## config.mk

```make
export PLATFORM = sky130hd
export DESIGN_NAME = serial_comparator
export DESIGN_NICKNAME = d
export VERILOG_FILES = /design/src/rtl/serial_comparator.sv
export SDC_FILE = /design/constraint.sdc
export NUM_CORES = 1
export LEC_CHECK = 0
export BUFFER_PORTS_ARGS = -buffer_cell sky130_fd_sc_hd__buf_2
export CAP_MARGIN = 5
export CORE_AREA = 2 2 51 53
export CTS_BUF_LIST = sky130_fd_sc_hd__clkbuf_2
export DETAILED_ROUTE_END_ITERATION = 7
export DIE_AREA = 0 0 53 55
export PLACE_DENSITY = 0.79
export SYNTH_ARGS = -nofsm -noshare
export SYNTH_HDL_FRONTEND = slang
export SYNTH_SLANG_ARGS = --single-unit
export TNS_END_PERCENT = 10
```

## constraint.sdc

```tcl
create_clock -name clk -period 1.46 [get_ports clk]
set_input_delay 0.219 -clock clk [delete_from_list [all_inputs] [get_ports clk]]
set_output_delay 0.219 -clock clk [all_outputs]
set_load 0.005 [all_outputs]
```

## src/rtl/serial_comparator.sv

```systemverilog
// serial_comparator: MSB-first multi-cycle magnitude compare, DIGIT bits per clock, unsigned or signed
module serial_comparator #(
    parameter int WIDTH = 8,
    parameter int DIGIT = 2
) (
    input  logic             clk,
    input  logic             rst,
    input  logic             start,
    input  logic [WIDTH-1:0] a,
    input  logic [WIDTH-1:0] b,
    input  logic             signed_mode,
    output logic             busy,
    output logic             done,
    output logic             equal,
    output logic             gt,
    output logic             lt
);
    localparam int N  = WIDTH / DIGIT;
    localparam int KW = (N > 1) ? $clog2(N) : 1;

    if (WIDTH < 2 || DIGIT < 1 || WIDTH % DIGIT != 0) begin : g_param_check
        $error("serial_comparator: WIDTH must be >= 2 and an exact multiple of DIGIT");
    end

    typedef enum logic {IDLE, COMPARE} state_t;

    state_t           r_state;
    logic [KW-1:0]    r_k;
    logic [WIDTH-1:0] r_a, r_b;
    logic             r_busy, r_done, r_equal, r_gt, r_lt;
    logic [DIGIT-1:0] w_da, w_db;

    // Operands shift left as digits match, so the digit under test is always on top
    assign w_da  = r_a[WIDTH-1 -: DIGIT];
    assign w_db  = r_b[WIDTH-1 -: DIGIT];
    assign busy  = r_busy;
    assign done  = r_done;
    assign equal = r_equal;
    assign gt    = r_gt;
    assign lt    = r_lt;

    always_ff @(posedge clk or posedge rst) begin
        if (rst) begin
            r_state <= IDLE;
            r_k     <= '0;
            r_a     <= '0;
            r_b     <= '0;
            r_busy  <= 1'b0;
            r_done  <= 1'b0;
            r_equal <= 1'b0;
            r_gt    <= 1'b0;
            r_lt    <= 1'b0;
        end else begin
            r_done <= 1'b0;
            if (r_state == IDLE) begin
                if (start) begin
                    // Flipping the sign bit maps two's complement onto unsigned order
                    r_a     <= {a[WIDTH-1] ^ signed_mode, a[WIDTH-2:0]};
                    r_b     <= {b[WIDTH-1] ^ signed_mode, b[WIDTH-2:0]};
                    r_k     <= '0;
                    r_busy  <= 1'b1;
                    r_state <= COMPARE;
                end
            end else if (w_da != w_db) begin
                r_equal <= 1'b0;
                r_gt    <= w_da > w_db;
                r_lt    <= w_da < w_db;
                r_done  <= 1'b1;
                r_busy  <= 1'b0;
                r_state <= IDLE;
            end else if (r_k == KW'(N - 1)) begin
                r_equal <= 1'b1;
                r_gt    <= 1'b0;
                r_lt    <= 1'b0;
                r_done  <= 1'b1;
                r_busy  <= 1'b0;
                r_state <= IDLE;
            end else begin
                r_k <= r_k + 1'b1;
                r_a <= r_a << DIGIT;
                r_b <= r_b << DIGIT;
            end
        end
    end
endmodule

```

After elaboration in Yosys (flattened, before gate mapping) --
Index checks and enable logic that the tools add are counted.
Storage, ports and cells: flip-flop bits (word level) 24, bits of input ports 20, output and inout port bits 5, logic and storage cells 51
Operators by class: add/sub/neg operators 1, $lt $le $gt $ge 2, eq/ne operators 5, muxes and demuxes 27, bitwise logic cells 2, reductions and logical operators 5
Operator list (number):
- 8-bit 2-to-1 mux | 8
- 1-bit 2-to-1 mux | 15
- 2-bit 2-to-1 mux | 4
- 2-bit inequality test, second input constant | 2
- 2-bit AND reduction | 2
- 2-bit nonzero test | 2
- 3-bit by 1-bit inequality test with 1-bit output, second input constant | 1
- 3-bit AND reduction | 1
- 2-bit by 1-bit adder with 2-bit output, second input constant | 1
- 2-bit == test, second input constant | 1
- 2-bit greater-than comparator | 1
- 2-bit < comparator | 1
- 2-bit inequality test | 1
- 1-bit bitwise XOR | 2

Longest topological paths before layout --
Gate-level depths: netlist (run 1).
word-level depth 4, mapped depth 8, mapped depth without buffers 6

Worst setup path before layout (run 1) --
Ideal clock, no wire load.
path type register -> register, start point register r_a[7], end point register r_a[2], setup time 0.077 ns, arrival time 1.377 ns, data required time 1.383 ns, slack 0.006 ns, cell stages (with the launch flop) 8, path buffers 2, clock period less this slack 1.454 ns, path through dfrtp_1 -> ha_1 -> and4b_1 -> buf_6 -> nor2_8 -> inv_4 -> buf_6 -> a21oi_1
On the way: word-level cells in the longest chain between the ends 3
Ends and longest elaborated chain:
- start, declared | line 29 | logic [WIDTH-1:0] r_a, r_b;
- start signal, assigned | line 58 | r_a <= {a[WIDTH-1] ^ signed_mode, a[WIDTH-2:0]};
- start signal, assigned | line 80 | r_a <= r_a << DIGIT;
- 2-bit inequality test | line 64 | end else if (w_da != w_db) begin
- 2-bit inequality test (no line)
- 3-bit AND reduction (no line)
Every way passes these cells. A chain may end at the register's enable or synchronous reset.

Final worst setup path (run 1) --
start point register r_a[7], end point register r_k[0]
On the way: word-level cells in the longest chain between the ends 3
Ends and longest elaborated chain:
- 2-bit inequality test | line 64
- 2-bit inequality test (no line)
- 3-bit AND reduction (no line)
- end signal, assigned | line 79 | r_k <= r_k + 1'b1;
- end, declared | line 28 | logic [KW-1:0] r_k;
Every way passes these cells.

==> results of run 1 <==
==> layout make-up <==
cell class / count / area [um2] / area share
sequential: 24 / 601 / 0.418
clock buffer: 3 / 15.0 / 0.0104
inverter: 7 / 33.8 / 0.0235
multi-input combinational: 57 / 492 / 0.342
timing repair buffer: 40 / 259 / 0.180
tap: 30 / 37.5 / 0.0261
==> power by group through the flow <==
stage	logic (uW)	registers [uW]	clock network, uW
2_1_floorplan	1050	1110	0
3_3_place_gp	1390	1130	0
3_5_place_dp	1450	1160	0
4_1_cts	1680	1150	248
5_1_grt	1890	1200	268
6_report	1720	1160	246
==> critical path: cells and delay by family, from the launching register on <==
family                     cells  cell delay [ps]
muxes                          1              260
DFF                            1              460
and+or+nand+nor                2              400
adders and majority gates      1              290
==> through the flow <==
step                setup TNS [ps]  hold WS [ps]  total power (uW)
finish                       -30.9          88.1              3130
detailed placement           -1470           280              2610
floorplan                        0           234              2170
global route                  -612          74.4              3360
CTS                          -31.5          82.9              3090
global placement              -508           270              2520
==> layer usage <==
metal / global-route usage / up-vias / part of all wire
met2: 0.304 / 25 / 0.52
met1: 0.207 / 398 / 0.40
met4: 0.115 / 0 / 0.036
met3: 0.0269 / 8 / 0.039
met5: 0 / - / 0
li1: - / 412 / -
==> worst max path at each step <==
stage                   to  slack, ps  cells past startpoint
finish              r_k[0]        -30                      4
global route        r_k[0]        -80                      4
CTS                 r_k[0]        -30                      4
detailed placement  r_a[3]       -190                      6
global placement    r_k[0]        -60                      4
floorplan           r_a[2]          6                      7
==> registers in the layout (all words and copies together), names as in the netlist <==
name / count
r_a: 8
r_b: 8
r_k: 2
busy: 1
done: 1
equal: 1
gt: 1
lt: 1
r_state: 1
==> kinds of logic (layout without fill, tap and decap cells) <==
group                      after synthesis  after routing  synth area share
buffers and inverters                   14             50            0.0766
xor gates and xnor gates                 2              2            0.0158
and+or+nand+nor                         15             15            0.0845
DFF                                     24             24             0.541
AOI/OAI and AO/OA                       26             26             0.149
adders and majority gates                3              3            0.0338
muxes                                   11             11             0.100
==> what timing repair did <==
action	in CTS	in global routing
gates resized for setup	15	4
pin swaps	5	2
endpoints found under the setup margin	21	19
setup buffers	2	0
endpoints found under the hold margin	24	0
hold buffers	1	0
==> Yosys cell counts (3+ instances only) <==
cell / n / area share
a21oi_1: 13 / 0.059
a22o_1: 5 / 0.039
buf_2: 3 / 0.014
buf_6: 3 / 0.030
dfrtp_1: 24 / 0.54
ha_1: 3 / 0.034
inv_1: 6 / 0.020
mux2i_1: 10 / 0.090
nor3_1: 10 / 0.045
o21ai_0: 3 / 0.014
==> impl_metrics.ini, run 1 <==
[clocking]
h-tree-depth = 1
insertion_delay_ps = 340
cts_root_buf = clkbuf_2
clk_path_buf_depth = 2
clkSlewWorstSetupHoldPaths_ps = 210
cts_tree = yes
clock_sink_count = 24
cts_buffers = 3

[sta]
clock-skew-final_ps = 3.62
min_period_ps = 1490
fin_crit_sh = 1.02
finalHoldViolCount = 0
finalSetupViolations = 2
slew_headroom = 0.799
fmax_ghz = 0.671
slew_violations = 0
tightest_slew_ps = 302
rsz0062_at_grt = yes
worst_slack_ps = -30.3

[setup_path]
critPathSlowestCell = dfrtp_1
rr_startpoint = r_a[7]
worstReg2RegEnd = r_k[0]
worstPathArrival_ps = 1750
rr_worst_depth = 4
cpPeakStageDelay_ps = 460
path_cells = ha_4, and4b_4, nor2_8, mux2_4
worstPathRequired_ps = 1720
crit_fanout = 7
worst-r2r-setup-slack_ps = -30
path_class = reg2reg
end_kind = flop
cp-start-kind = flop
crit_path_start = r_a[7]

[drt]
drt_iter0_markers = 6
routed_wl_um = 2300
drc_errors = 0
wl_per_cell_um = 14.3
drt-vias-per-instance = 5.24
detail-route-antenna-nets = 0
first_pass_iters = 4
vias = 843

[global_route]
grt_pass1_vias = 831
antenna_found_initial = 0
grt_pass1_wl_um = 3550
grt_use_total = 0.177
grt_max_degree = 25
grt_overflow_total = 0

[place]
place_congestion = 0.807
place_area_um2 = 1320
place_hpwl_um = 1580
place_inst = 155
dp_slack_ps = -189
portBuffers = 24

[finish]
drive_above_1_share = 0.412
syn_to_final_growth_pct = 29.4
final_area_um2 = 1440
antenna_cells = 0
layoutNonFillerInstCount = 161
fillCellCount = 210
finalNetCount = 156
layout_common_cells = dfrtp_1, buf_2, buf_4
utilization = 0.608

[flow_run]
maxCapViolCount = 0

[floorplanning]
rows = 18
die_h_um = 55
start_util = 0.470
die-area_um2 = 2920
chipWidth_um = 53
pin_count = 25
fp.coreArea_um2 = 2360

[synthesis]
ys_seq_area_frac = 0.541
netlist_instances = 95
netlist_area_um2 = 1110
async_flop_share = 1.00
synth.net_count = 118
synth-edff-count = 0
syn_area_per_cell_um2 = 11.7
dominantRegCellSynth = dfrtp_1
netlist-cell-type-count = 22
yosys_warnings = 0
ys_seq_elements = 24

[pwr]
vdd_drop_max_v = 0.00129
switching_share = 0.389
p_clk_frac = 0.079
combPwrFrac = 0.550
p_switching_uw = 1220
seq_power_share = 0.371
power_density_nw_per_um2 = 2180
cellLeakagePower_uw = 0.000695
intPower_uw = 1910

[status]
violations = setup timing
outcome = finished, violations left

[worst_hold_path]
whs_endpoint = r_a[0]
holdCritPathClass = in2reg
hold_start = a[0]
hold-path-cell-count = 2
No activity file was read; power rests on OpenSTA's default activity.
==> run 2, diff against run 1 <==
--- a/config.mk
+++ b/config.mk
@@ -5,13 +5,14 @@
 export SDC_FILE = /design/constraint.sdc
 export NUM_CORES = 1
 export LEC_CHECK = 0
+export ABC_AREA = 1
 export BUFFER_PORTS_ARGS = -buffer_cell sky130_fd_sc_hd__buf_2
 export CAP_MARGIN = 5
-export CORE_AREA = 2 2 51 53
+export CORE_AREA = 2 2 52 54
 export CTS_BUF_LIST = sky130_fd_sc_hd__clkbuf_2
 export DETAILED_ROUTE_END_ITERATION = 7
-export DIE_AREA = 0 0 53 55
-export PLACE_DENSITY = 0.79
+export DIE_AREA = 0 0 54 56
+export PLACE_DENSITY = 0.8
 export SYNTH_ARGS = -nofsm -noshare
 export SYNTH_HDL_FRONTEND = slang
 export SYNTH_SLANG_ARGS = --single-unit
==> constraint.sdc (replaced) <==
create_clock -name clk -period 1.2 [get_ports clk]
set_input_delay 0.18 -clock clk [delete_from_list [all_inputs] [get_ports clk]]
set_output_delay 0.18 -clock clk [all_outputs]
set_load 0.005 [all_outputs]
==> impl_metrics.ini, run 2 <==
[status]
outcome = finished, violations left
violations = setup timing

[finish]
final_area_um2 = 1590
mostFrequentLayoutCell = nand2_1
syn_to_final_growth_pct = 33.8
antenna_cells = 0
drive_above_1_share = 0.338
multi_input_area_um2 = 649
layout_common_cells = nand2_1, buf_2, dfrtp_1
finalNetCount = 219
ff_latch_area_um2 = 602
reg_top3 = r_a x8, r_b x8, r_k x2
fillCellCount = 200

[drt]
routed_wl_um = 3030
detail-route-antenna-nets = 0
vias = 1140
drt-vias-per-instance = 5.07
first_pass_iters = 4
drc_errors = 0
wl_per_cell_um = 13.5
drt_iter0_markers = 15

[place]
dp_slack_ps = -153
portBuffers = 24
place_area_um2 = 1410
place_hpwl_um = 1800
place_congestion = 0.772

[sta]
tightest_slew_ps = 277
clock-skew-final_ps = 7.50
min_period_ps = 1330
fmax_ghz = 0.750
worst_slack_ps = -134
finalSetupViolations = 23
fin_crit_sh = 1.11
rsz0062_at_grt = yes
slew_violations = 0
slew_headroom = 0.815
finalHoldViolCount = 0

[floorplanning]
pin_count = 25
rows = 18
chipWidth_um = 54
start_util = 0.490
die-area_um2 = 3020
die_h_um = 56
fp.coreArea_um2 = 2430

[setup_path]
end_kind = flop
cp-start-kind = flop
worstPathRequired_ps = 1460
path_class = reg2reg
worstPathArrival_ps = 1600
crit_fanout = 5

[synthesis]
dominantRegCellSynth = dfrtp_1
synth-edff-count = 0
ys_seq_area_frac = 0.504
netlist_area_um2 = 1190
ys_seq_elements = 24
syn_area_per_cell_um2 = 7.64
ys_top_cells_by_area = dfrtp_1, nand2_1, inv_1, ha_1, nand3_1
async_flop_share = 1.00
synthTopCellsByCount = nand2_1, dfrtp_1, inv_1, nand3_1, o21ai_1
synth.most_common_cell = nand2_1
yosysTopAreaCell = dfrtp_1
netlist_instances = 156
yosys_warnings = 0
netlist-cell-type-count = 16
synth.net_count = 179
netlist.area_leader.share = 0.504

[global_route]
grt_pass1_vias = 1121
grt_pass1_wl_um = 4750
grt_use_total = 0.212
grt_overflow_total = 0
antenna_found_initial = 0
grt_max_degree = 20

[flow_run]
maxCapViolCount = 0

[clocking]
cts_tree = yes
insertion_delay_ps = 350
clkSlewWorstSetupHoldPaths_ps = 230
cts_root_buf = clkbuf_2
clk_path_buf_depth = 2
clock_sink_count = 24
cts_buffers = 3
h-tree-depth = 1

[pwr]
cellLeakagePower_uw = 0.000905
vdd_drop_max_v = 0.00170
power_density_nw_per_um2 = 2570

[worst_hold_path]
holdCritPathClass = in2reg
## run 2: cell count changes in the layout (fill, tap and decap cells not counted), moves of 3 or more
| cell | change |
|---|---|
| nand3_4 | +4 |
| nand2_4 | +3 |
| mux2i_1 | -10 |
| nor3_1 | -8 |
| inv_1 | +4 |
| a21oi_1 | -11 |
| nand2_2 | +8 |
| buf_4 | -4 |
| nand2_1 | +83 |
| nand3_1 | +6 |
| a22o_1 | -5 |
## run 2: final cells by class
cell class	instances	area share
well taps	30	0.0235
clock buffers	3	0.00942
inverters	14	0.0361
flip-flops and latches	24	0.378
multi-input cells	117	0.407
clock inverters	1	0.00235
repair buffers	36	0.144
## run 2: worst max-delay path, stage by stage, from the launching register on
cell,delay (ps)
dfrtp_1,470
ha_4,320
nand2_4,80
nand2_8,110
nand3_4,100
nand2_1,90
nand2_1,70
## run 2: per-stage QoR
stage	power [uW]	TNS (ps)	cells	util	hold WS (ps)
floorplan	2650	-648	156	-	195
global placement	2980	-1440	213	0.580	107
finish	4090	-2140	225	0.655	38.1
global route	4420	-3100	225	0.655	40.2
CTS	3800	-1160	223	0.633	41.0
detailed placement	3100	-2470	213	0.580	123
## run 2: routing by layer
metal,share of wire,vias to the layer above,GRT usage,wire (um)
li1,-,556,-,-
met5,0,-,0,0
met1,0.39,545,0.265,1180
met4,0.017,0,0.0750,50
met3,0.040,6,0.0269,120
met2,0.55,33,0.362,1670
## run 2: power by group
part	switching (uW)	internal (uW)	total (uW)	leakage, uW
Sequential	255	1150	1410	0.000306
Clock	249	72.4	321	0.0000140
Combinational	1400	961	2360	0.000585
Total	1900	2190	4090	0.000905
## run 2: logic make-up after synthesis
kind of cell / after synthesis / synth area share
simple gates: 104 / 0.357
flops: 24 / 0.504
buf+inv: 19 / 0.0798
compound gates: 6 / 0.0273
fa+ha+maj: 3 / 0.0315
## run 2: what timing repair did
action	4_1_cts	5_1_grt
hold endpoints to repair	24	0
resized for setup	14	11
pin swaps	3	6
setup buffers	2	1
cloned	3	1
hold buffers	1	0
setup endpoints to repair	24	24
## run 2: worst paths after layout
kind | startpoint | slack [ps] | depth (start not counted) | endpoint
worst min register to register | busy | 500 | 2 | busy
max in group asynchronous | rst | 550 | 4 | r_state
worst max-delay path | r_a[7] | -130 | 6 | r_b[6]
worst max register to register | r_a[7] | -130 | 6 | r_b[6]
worst min-delay path | a[1] | 40 | 3 | r_a[1]
min in group asynchronous | rst | 260 | 3 | done
==> run 3, diff against run 2 <==
--- a/config.mk
+++ b/config.mk
@@ -13,6 +13,7 @@
 export DETAILED_ROUTE_END_ITERATION = 7
 export DIE_AREA = 0 0 54 56
 export PLACE_DENSITY = 0.8
+export RECOVER_POWER = 100
 export SYNTH_ARGS = -nofsm -noshare
 export SYNTH_HDL_FRONTEND = slang
 export SYNTH_SLANG_ARGS = --single-unit
==> impl_metrics.ini, run 3 (synthesis gave the netlist of run 2 again) <==
[status]
outcome = finished, violations left
violations = setup timing

[setup_path]
path_class = reg2reg
cpPeakStageDelay_ps = 470
worst-r2r-setup-slack_ps = -120
crit_fanout = 5
critPathSlowestCell = dfrtp_1
end_kind = flop
worstPathArrival_ps = 1600
crit_path_frequent_cell = nand2_2
worstPathRequired_ps = 1480
crit_path_start = r_a[7]
cp-start-kind = flop
worstReg2RegEnd = r_b[3]
rr_worst_depth = 6
rr_startpoint = r_a[7]
path_cells = ha_4, nand2_4, nand2_8, nand3_4, nand2_2, nand2_2

[drt]
vias = 1138
drc_errors = 0
first_pass_iters = 4
drt-vias-per-instance = 5.06
drt_iter0_markers = 18
detail-route-antenna-nets = 0
routed_wl_um = 3030
wl_per_cell_um = 13.4

[finish]
ff_latch_area_um2 = 602
finalNetCount = 219
syn_to_final_growth_pct = 32.0
mostFrequentLayoutCell = nand2_1
final_area_um2 = 1570
layout_common_cells = nand2_1, dfrtp_1, buf_2
multi_input_area_um2 = 649
reg_top3 = r_a x8, r_b x8, r_k x2
antenna_cells = 0
fillCellCount = 205
drive_above_1_share = 0.313

[clocking]
clock_sink_count = 24
cts_tree = yes
clk_path_buf_depth = 2
cts_root_buf = clkbuf_2
insertion_delay_ps = 350
cts_buffers = 3
clkSlewWorstSetupHoldPaths_ps = 230
h-tree-depth = 1

[sta]
finalSetupViolations = 23
fin_crit_sh = 1.10
tightest_slew_ps = 480
worst_slack_ps = -116
min_period_ps = 1320
fmax_ghz = 0.760
slew_violations = 0
slew_headroom = 0.680
rsz0062_at_grt = yes
finalHoldViolCount = 0
clock-skew-final_ps = 3.39
whs_ps = 38.5

[place]
portBuffers = 24
place_area_um2 = 1410
place_hpwl_um = 1800
place_congestion = 0.772

[global_route]
grt_overflow_total = 0
antenna_found_initial = 0
grt_max_degree = 20
grt_pass1_wl_um = 4750
grt_use_total = 0.212
grt_pass1_vias = 1121

[pwr]
vdd_drop_max_v = 0.00169
power_density_nw_per_um2 = 2580
switching_share = 0.468
seq_power_share = 0.347
p_clk_frac = 0.080
p_switching_uw = 1900
cellLeakagePower_uw = 0.000883
combPwrFrac = 0.573
intPower_uw = 2160

[worst_hold_path]
whs_endpoint = r_a[1]
hold-path-cell-count = 3
hold_start = a[1]
holdCritPathClass = in2reg

[floorplanning]
rows = 18
start_util = 0.490
die_h_um = 56
pin_count = 25
die-area_um2 = 3020
fp.coreArea_um2 = 2430
chipWidth_um = 54

[flow_run]
maxCapViolCount = 0
==> run 3: per-layer routing <==
layer / up-vias / routed length [um] / global-route usage
met1: 541 / 1210 / 0.265
met4: 0 / 50 / 0.0750
met3: 6 / 112 / 0.0269
met5: - / 0 / 0
met2: 33 / 1650 / 0.362
li1: 558 / - / -
==> run 3: how the worst max path moves through the flow <==
stage	end	slack, ps	cells past startpoint
after floorplan	r_b[6]	-70	7
after global placement	r_b[7]	-90	6
after detailed placement	r_b[3]	-150	6
after CTS	r_b[3]	-80	5
after global routing	r_b[4]	-160	7
final	r_b[3]	-120	6
==> run 3: area by class of cell <==
cell class / instances / area share
well taps: 30 / 0.0239
flip-flops and latches: 24 / 0.383
clock inverters: 1 / 0.00239
multi-input cells: 117 / 0.413
repair buffers: 36 / 0.132
clock buffers: 3 / 0.00955
inverters: 14 / 0.0366
==> run 3: worst max-delay path: cells and delay by family (launching register included) <==
kind | cells | cell delay [ps]
flops | 1 | 470
simple gates | 5 | 450
fa+ha+maj | 1 | 320
==> run 3: power groups by stage <==
stage          Sequential, uW  Combinational (uW)  Clock, uW
5_1_grt                  1450                2580        358
3_5_place_dp             1370                1730          0
6_report                 1410                2330        324
3_3_place_gp             1360                1620          0
4_1_cts                  1390                2090        326
2_1_floorplan            1320                1330          0
==> run 3: metrics by stage <==
step,total power [uW],util,cells,setup slack [ps],setup TNS (ps)
after global placement,2980,0.580,213,-90.6,-1440
after CTS,3800,0.633,223,-78.1,-1160
after global routing,4390,0.647,225,-157,-3100
final,4060,0.647,225,-116,-1960
after detailed placement,3100,0.580,213,-153,-2470
after floorplan,2650,-,156,-67.5,-648
==> run 3: repair_timing <==
| item | CTS | global route |
|---|---|---|
| endpoints found under the setup margin | 24 | 24 |
| hold buffers | 1 | 0 |
| hold endpoints to repair | 24 | 0 |
| cloned | 3 | 1 |
| resized for setup | 14 | 11 |
| pin swaps | 3 | 6 |
| buffers inserted | 2 | 1 |
